`src/rtl/usr_sequencer_if.sv`:
```
// Command/response channel between a word-level requester and usr_sequencer.
// Both channels use valid/ready handshakes; a beat transfers on valid & ready.
// master = requester side, slave = sequencer side.
interface usr_sequencer_if #(
    parameter int WIDTH = 4
);
    logic             cmd_valid;
    logic             cmd_ready;
    logic [1:0]       cmd_op;
    logic [WIDTH-1:0] cmd_data;
    logic             rsp_valid;
    logic             rsp_ready;
    logic [WIDTH-1:0] rsp_data;

    modport master (
        output cmd_valid, cmd_op, cmd_data, rsp_ready,
        input  cmd_ready, rsp_valid, rsp_data
    );

    modport slave (
        input  cmd_valid, cmd_op, cmd_data, rsp_ready,
        output cmd_ready, rsp_valid, rsp_data
    );
endinterface

```
`src/rtl/usr_sequencer.sv`:
```
// Purpose: turns one command into a WIDTH-bit serialize/deserialize sequence on a universal shift register.
// Latency: rsp_valid WIDTH+2 cycles after accept for TX, WIDTH+1 for RX; one command in flight.
// Backpressure: cmd_ready only in IDLE; DONE holds until rsp_ready. Optional USR_SEQ_STALL_EN adds ser_stall to freeze SHIFT.
module usr_sequencer #(
    parameter int WIDTH = 4,
    parameter int CNT_W = $clog2(WIDTH) + 1
) (
    input  logic             clk,
    input  logic             rst,
    usr_sequencer_if.slave   req,
    output logic             ser_out,
    output logic             ser_out_valid,
    input  logic             ser_in,
    output logic             ser_in_ready,
    output logic             busy,
    output logic [1:0]       sr_control,
    output logic [WIDTH-1:0] sr_data_in,
    output logic             sr_si_left,
    output logic             sr_si_right,
    input  logic [WIDTH-1:0] sr_q
`ifdef USR_SEQ_STALL_EN
    ,
    input  logic             ser_stall
`endif
);

    typedef enum logic [1:0] {IDLE, LOAD, SHIFT, DONE} state_t;

    // Shift register control encodings
    localparam logic [1:0] SR_HOLD = 2'b00;
    localparam logic [1:0] SR_SHR  = 2'b01;  // {si_left, q[W-1:1]}
    localparam logic [1:0] SR_SHL  = 2'b10;  // {q[W-2:0], si_right}
    localparam logic [1:0] SR_LOAD = 2'b11;

    localparam logic [CNT_W-1:0] LAST_BIT = CNT_W'(WIDTH - 1);

    state_t           state_q;
    logic [1:0]       op_q;
    logic [WIDTH-1:0] data_q;
    logic [CNT_W-1:0] bit_cnt_q;

    logic stall;
    logic shift_right;

`ifdef USR_SEQ_STALL_EN
    assign stall = ser_stall;
`else
    assign stall = 1'b0;
`endif

    // TX_LSB (00) and RX_LSB (11) shift towards the LSB; the MSB ops shift towards the MSB.
    assign shift_right = ~(op_q[1] ^ op_q[0]);

    // Sequencer state, latched command and bit counter
    always_ff @(posedge clk or posedge rst) begin
        if (rst) begin
            state_q   <= IDLE;
            op_q      <= '0;
            data_q    <= '0;
            bit_cnt_q <= '0;
        end else begin
            case (state_q)
                IDLE: begin
                    if (req.cmd_valid) begin
                        op_q      <= req.cmd_op;
                        data_q    <= req.cmd_data;
                        bit_cnt_q <= '0;
                        // RX needs no preload: the received bits overwrite the register.
                        state_q   <= req.cmd_op[1] ? SHIFT : LOAD;
                    end
                end
                LOAD: begin
                    state_q <= SHIFT;
                end
                SHIFT: begin
                    if (!stall) begin
                        if (bit_cnt_q == LAST_BIT) begin
                            bit_cnt_q <= '0;
                            state_q   <= DONE;
                        end else begin
                            bit_cnt_q <= bit_cnt_q + 1'b1;
                        end
                    end
                end
                DONE: begin
                    if (req.rsp_ready) begin
                        state_q <= IDLE;
                    end
                end
                default: state_q <= IDLE;
            endcase
        end
    end

    // Output decode from state and latched op; unused serial-in pins stay 0
    always_comb begin
        req.cmd_ready = (state_q == IDLE);
        req.rsp_valid = (state_q == DONE);
        req.rsp_data  = (state_q == DONE) ? sr_q : '0;
        busy          = (state_q != IDLE);
        sr_control    = SR_HOLD;
        sr_data_in    = '0;
        sr_si_left    = 1'b0;
        sr_si_right   = 1'b0;
        ser_out       = 1'b0;
        ser_out_valid = 1'b0;
        ser_in_ready  = 1'b0;
        case (state_q)
            LOAD: begin
                sr_control = SR_LOAD;
                sr_data_in = data_q;
            end
            SHIFT: begin
                if (!stall) begin
                    sr_control = shift_right ? SR_SHR : SR_SHL;
                    if (op_q[1]) begin
                        ser_in_ready = 1'b1;
                        if (shift_right) begin
                            sr_si_left = ser_in;
                        end else begin
                            sr_si_right = ser_in;
                        end
                    end else begin
                        ser_out_valid = 1'b1;
                        ser_out       = shift_right ? sr_q[0] : sr_q[WIDTH-1];
                    end
                end
            end
            default: ;
        endcase
    end

endmodule

```
`src/flat_wrapper.sv`:
```
// flat-port wrapper written by rule: the top's interface ports become plain ports
module usr_sequencer_flat 
#(
    parameter int WIDTH = 4,
    parameter int CNT_W = $clog2(WIDTH) + 1
)
  (clk, rst, ser_out, ser_out_valid, ser_in, ser_in_ready, busy, sr_control, sr_data_in, sr_si_left, sr_si_right, sr_q, req_cmd_valid, req_cmd_op, req_cmd_data, req_rsp_ready, req_cmd_ready, req_rsp_valid, req_rsp_data);
  usr_sequencer_if #(.WIDTH(WIDTH)) req_i ();
  input  logic clk;
  input  logic rst;
  output logic ser_out;
  output logic ser_out_valid;
  input  logic ser_in;
  output logic ser_in_ready;
  output logic busy;
  output logic [1:0] sr_control;
  output logic [WIDTH-1:0] sr_data_in;
  output logic sr_si_left;
  output logic sr_si_right;
  input  logic [WIDTH-1:0] sr_q;
  input wire logic [$bits(req_i.cmd_valid)-1:0] req_cmd_valid;
  input wire logic [$bits(req_i.cmd_op)-1:0] req_cmd_op;
  input wire logic [$bits(req_i.cmd_data)-1:0] req_cmd_data;
  input wire logic [$bits(req_i.rsp_ready)-1:0] req_rsp_ready;
  output wire logic [$bits(req_i.cmd_ready)-1:0] req_cmd_ready;
  output wire logic [$bits(req_i.rsp_valid)-1:0] req_rsp_valid;
  output wire logic [$bits(req_i.rsp_data)-1:0] req_rsp_data;
  assign req_i.cmd_valid = req_cmd_valid;
  assign req_i.cmd_op = req_cmd_op;
  assign req_i.cmd_data = req_cmd_data;
  assign req_i.rsp_ready = req_rsp_ready;
  assign req_cmd_ready = req_i.cmd_ready;
  assign req_rsp_valid = req_i.rsp_valid;
  assign req_rsp_data = req_i.rsp_data;
  usr_sequencer #(.WIDTH(WIDTH), .CNT_W(CNT_W)) u_core (.clk(clk), .rst(rst), .req(req_i), .ser_out(ser_out), .ser_out_valid(ser_out_valid), .ser_in(ser_in), .ser_in_ready(ser_in_ready), .busy(busy), .sr_control(sr_control), .sr_data_in(sr_data_in), .sr_si_left(sr_si_left), .sr_si_right(sr_si_right), .sr_q(sr_q));
endmodule
```
`config.mk`:
```
export PLATFORM = sky130hd
export DESIGN_NAME = usr_sequencer_flat
export DESIGN_NICKNAME = d
export VERILOG_FILES = /design/src/rtl/usr_sequencer_if.sv /design/src/rtl/usr_sequencer.sv /design/src/flat_wrapper.sv
export SDC_FILE = /design/constraint.sdc
export NUM_CORES = 1
export LEC_CHECK = 0
export CELL_PAD_IN_SITES_DETAIL_PLACEMENT = 2
export CELL_PAD_IN_SITES_GLOBAL_PLACEMENT = 2
export CORE_MARGIN = 2
export CORE_UTILIZATION = 24
export CTS_CLUSTER_SIZE = 14
export DETAILED_ROUTE_END_ITERATION = 7
export PLACE_DENSITY_LB_ADDON = 0.1
export SLEW_MARGIN = 10
export SYNTH_ARGS = -nofsm -noshare
export SYNTH_HDL_FRONTEND = slang
export SYNTH_SLANG_ARGS = --single-unit
```
`constraint.sdc`:
```
create_clock -name clk -period 3.86 [get_ports clk]
set_input_delay 0.965 -clock clk [delete_from_list [all_inputs] [get_ports clk]]
set_output_delay 0.965 -clock clk [all_outputs]
set_load 0.02 [all_outputs]
```
== Word level (Yosys, flattened, before mapping) ==
Cells that the tools add are included.

* Word-level logic and storage cells: 44
* Register bits after elaboration: 11
* Input port bits: 15
* Output and inout bits: 18

* Reductions and logical operators: 6
* Equal/unequal tests: 7
* Muxes and demuxes: 25
* $add $sub $neg: 1
* Bitwise operators: 1

{| class="wikitable"
|+ Operator list
! cell !! number
|-
| 1-bit 2-to-1 mux || 13
|-
| 2-bit 2-to-1 mux || 5
|-
| 4-bit 2-to-1 mux || 2
|-
| 2-bit one-hot mux with 4 select lines || 1
|-
| 3-bit 2-to-1 mux || 2
|-
| 3-bit one-hot mux with 2 select lines || 1
|-
| 2-bit equality test (second input constant) || 2
|-
| 2-bit inequality test (second input constant) || 2
|-
| 2-bit one-hot mux with 2 select lines || 1
|-
| 2-bit AND reduction || 2
|-
| 2-bit nonzero test || 2
|-
| 3-bit by 1-bit adder with 3-bit output (second input constant) || 1
|-
| 3-bit by 2-bit equality test with 1-bit output (second input constant) || 1
|-
| 3-bit AND reduction || 1
|-
| 2-bit by 1-bit equality test with 1-bit output (second input constant) || 1
|-
| 2-bit zero test || 1
|-
| 2-bit by 1-bit inequality test with 1-bit output (second input constant) || 1
|-
| 1-bit bitwise XOR || 1
|}

== Depth between registers and ports, before layout ==
* Depth after elaboration: 4
* Depth in mapped cells: 5
* Depth with buffers taken out: 5

== Least setup slack after synthesis ==
OpenSTA, ideal clock, no wires.

* Path kind: input to output
* From: input port sr_q[3]
* To: output port ser_out
* Stages on the path: 2
* Arrival time: 1,476 ps
* Path buffers: 0
* Path slack: 1,419 ps
* Required time: 2,895 ps
* Cells stage by stage: mux2i_1 -> nor3_1

* Word-level cells in the longest chain between the ends: 3

{| class="wikitable"
|+ RTL lines
! item !! RTL line !! text
|-
| start, declared || flat_wrapper.sv:20 || <nowiki>input logic [WIDTH-1:0] sr_q;</nowiki>
|-
| 1-bit 2-to-1 mux || usr_sequencer.sv:125 || <nowiki>ser_out = shift_right ? sr_q[0] : sr_q[WIDTH-1];</nowiki>
|-
| 1-bit 2-to-1 mux || usr_sequencer.sv:116 || <nowiki>if (op_q[1]) begin</nowiki>
|-
| 1-bit 2-to-1 mux || usr_sequencer.sv:108 || <nowiki>case (state_q)</nowiki>
|-
| end, declared || flat_wrapper.sv:11 || <nowiki>output logic ser_out;</nowiki>
|}

Every way passes these cells.

== Worst setup path after layout ==
Ends and elaborated chain as after synthesis.

==> parameters.txt <==
Parameter                              Value

Clock network
  Inserted Clock Buffers    3
  Sinks on the clock net    11
  H-Tree Level Count    1
  Clock root buffer    sky130_fd_sc_hd__clkbuf_4
  Hold_buf cts    0
  Clock tree from TritonCTS    done
  # resized after CTS    0
  Number of buffers on the longest clock path    2
  Clock latency on the worst-skew pair    around 0.27 ns
  Total setup buffers inserted after CTS    0
  Clock edge transition at the registers on the reported setup and hold paths    roughly 0.07 ns

Placement
  Count of buffers inserted at the top-level ports    32
  Dpl cell area    approximately 0.0010 sq mm
  Final weighted congestion in routability-driven placement    around 0.7
  HPWL after DPL    ~1500 microns

Power and ir drop
  Proportion of power drawn by combinational gates    65.0%
  Static leakage power    0.476 nW
  Seq pwr share    between 20% and 30%
  Proportion of power drawn by the clock network    around a tenth
  Share of total power consumed by net switching    between 40% and 50%
  Int Pwr    0.476 mW
  VDD IR max    roughly 0.36 mV
  Power density relative to cell area    ~770 mW/mm^2
  Total net switching power    between 0.3 and 0.4 mW

Timing
  Final setup viols    0
  Final period util    83.8%
  Slew Limit Headroom    65.0%
  Final hold violations    0
  RSZ-0062 raised after global routing    no
  Fin Setup TNS    0 ns
  Worst clock skew    0.000587 ns
  Max Fclk    ~310 MHz
  Total count of max-transition violations in the final report    0
  Pin slew with the least headroom to its limit    between 0.5 and 0.6 ns
  Post-layout min period    approximately 3.2 ns

Setup path
  Largest fanout of any net on the critical path    2
  Required time of the critical path    2.89 ns
  Crit path capture type    output port
  CP arrival    2.27 ns
  Startpoint type of the worst setup path    input pin
  Kind of critical path    in -> out

Yosys
  Yosys warns    0
  Post-synthesis sequential element count    11
  Syn Std Cell Area    689 sq um
  Gate count after technology mapping    67
  Distinct cells, synth    18
  Mean post-synth cell area    between 10 and 15 sq um
  Sequential area share after synthesis    about two fifths
  Post-synthesis net count    88

Global routing
  Tot GR Track Use    roughly an eighth
  Antenna violations before repair    0
  Residual overflow from global routing    0
  Largest net degree at the start of global routing    12
  Vias in the first global route    ~640
  First-pass GRT wire length    2980 microns

Floorplan
  Die width    between 50 and 60 microns
  Core ar.    0.00273 sq mm
  Vertical extent of the die    between 50 and 60 microns
  Initial cell density of the core    between 20% and 30%
  Number of primary I/O pins    33
  Area of the die    between 0.003 and 0.004 sq mm
  Number of rows created at floorplan    19

Route
  Initial detailed-routing violation count    11
  Remaining design rule violation count    0
  Post-DRT Antenna Nets    0
  Wire length per cell after detailed routing    ~13 microns
  DRT Wirelength    1800 microns
  DR pass1 iterations    5
  Vias/cell    4.57
  Total via count in the routed design    613

Cells and area
  Count of fill cells added during filler insertion    between 300 and 400
  Fraction of layout instances using a drive strength above 1    between 10% and 20%
  Number of antenna repair diodes    0
  Total area of multi-input combinational cells    roughly 380 sq um
  Sequential cell area    ~280 sq um
  Post-Route Utilization    around 39%
  Layout Cell Area excl Fill    0.00107 sq mm
  Most frequent standard cell in the layout excluding fill and tap cells    sky130_fd_sc_hd__clkdlybuf4s50_1
  Most used cells in the layout excluding fill and tap cells    32 x sky130_fd_sc_hd__clkdlybuf4s50_1, 11 x sky130_fd_sc_hd__dfrtp_1, 9 x sky130_fd_sc_hd__and2_1
  Layout area overhead    55.9%
  # nets final    roughly 130

Status
  Status    completed

Hold path
  Hold Path Class    reg -> reg

Job
  Max-Cap Viols    0
cells by family (layout without fill, tap and decap cells):
logic type	count (synthesis)	after routing	synth area share [%]
flops	11	11	39.9
simple gates	22	22	18.0
xor+xnor	1	1	1.27
fa+ha+maj	6	6	10.9
compound gates	7	7	6.90
mux	12	12	18.7
buf+inv	8	44	4.36
worst paths after layout:
check / from / end / slack (ns) / depth (start not counted)
min: u_core.bit_cnt_q[2] / u_core.bit_cnt_q[2] / 0.50 / 1
min in group asynchronous: rst / u_core.bit_cnt_q[1] / 0.99 / 2
max reg2reg: u_core.state_q[0] / u_core.state_q[0] / 2.04 / 4
max in group asynchronous: rst / u_core.op_q[0] / 2.58 / 2
max: sr_q[3] / ser_out / 0.63 / 4
min reg2reg: u_core.bit_cnt_q[2] / u_core.bit_cnt_q[2] / 0.50 / 1
power groups by stage:
stage | clock, mW | combinational (mW) | sequential [mW]
detailed placement | 0 | 0.549 | 0.214
global route | 0.0887 | 0.588 | 0.221
global placement | 0 | 0.539 | 0.212
finish | 0.0770 | 0.537 | 0.212
CTS | 0.0803 | 0.552 | 0.213
floorplan | 0 | 0.340 | 0.200
worst max-delay path, cell delays in order:
cell and delay [ns]:
sky130_fd_sc_hd__clkdlybuf4s50_1 0.48, sky130_fd_sc_hd__mux2i_1 0.07, sky130_fd_sc_hd__nor3_1 0.13, sky130_fd_sc_hd__clkdlybuf4s50_1 0.62
registers in the layout, summed over array words and instances, names as in the netlist:
name / cells
u_core.data_q: 4
u_core.bit_cnt_q: 3
u_core.op_q: 2
u_core.state_q: 2
stage by stage:
step / total power [mW] / hold WS (ns) / std cells / setup WS (ns)
2_1_floorplan: 0.540 / 0.454 / 67 / 1.42
3_3_place_gp: 0.750 / 0.474 / 130 / 0.643
3_5_place_dp: 0.764 / 0.483 / 130 / 0.617
4_1_cts: 0.846 / 0.498 / 134 / 0.608
5_1_grt: 0.898 / 0.509 / 134 / 0.536
6_report: 0.826 / 0.496 / 134 / 0.626
Yosys cell counts:
library cell	count	area share [%]
sky130_fd_sc_hd__a21oi_1	1	0.73
sky130_fd_sc_hd__a222oi_1	1	1.5
sky130_fd_sc_hd__and2_1	9	8.2
sky130_fd_sc_hd__dfrtp_1	11	40
sky130_fd_sc_hd__ha_1	6	11
sky130_fd_sc_hd__inv_1	8	4.4
sky130_fd_sc_hd__mux2_2	7	11
sky130_fd_sc_hd__mux2i_1	5	7.3
sky130_fd_sc_hd__nand2_1	3	1.6
sky130_fd_sc_hd__nand2b_4	1	2.0
sky130_fd_sc_hd__nand3_1	2	1.5
sky130_fd_sc_hd__nor2_1	4	2.2
sky130_fd_sc_hd__nor2b_1	2	1.8
sky130_fd_sc_hd__nor3_1	1	0.73
sky130_fd_sc_hd__o211ai_1	1	1.1
sky130_fd_sc_hd__o21a_1	2	2.2
sky130_fd_sc_hd__o21ai_0	2	1.5
sky130_fd_sc_hd__xor2_1	1	1.3
metal layers:
layer	global-route usage, %	vias to the layer above	part of all wire, %
met1	13.7	292	42
li1	-	292	-
met2	20.6	27	51
met5	0	-	0
met3	2.95	2	6.4
met4	7.97	0	0.95
final cells by class:
cell class,instances,area share (%)
Tap cell,31,3.61
Inverter,8,2.79
Sequential cell,11,25.6
Timing Repair Buffer,32,29.8
Clock buffer,4,2.44
Multi-Input combinational cell,48,35.7
Note: power is estimated with default switching activity, not from simulation.
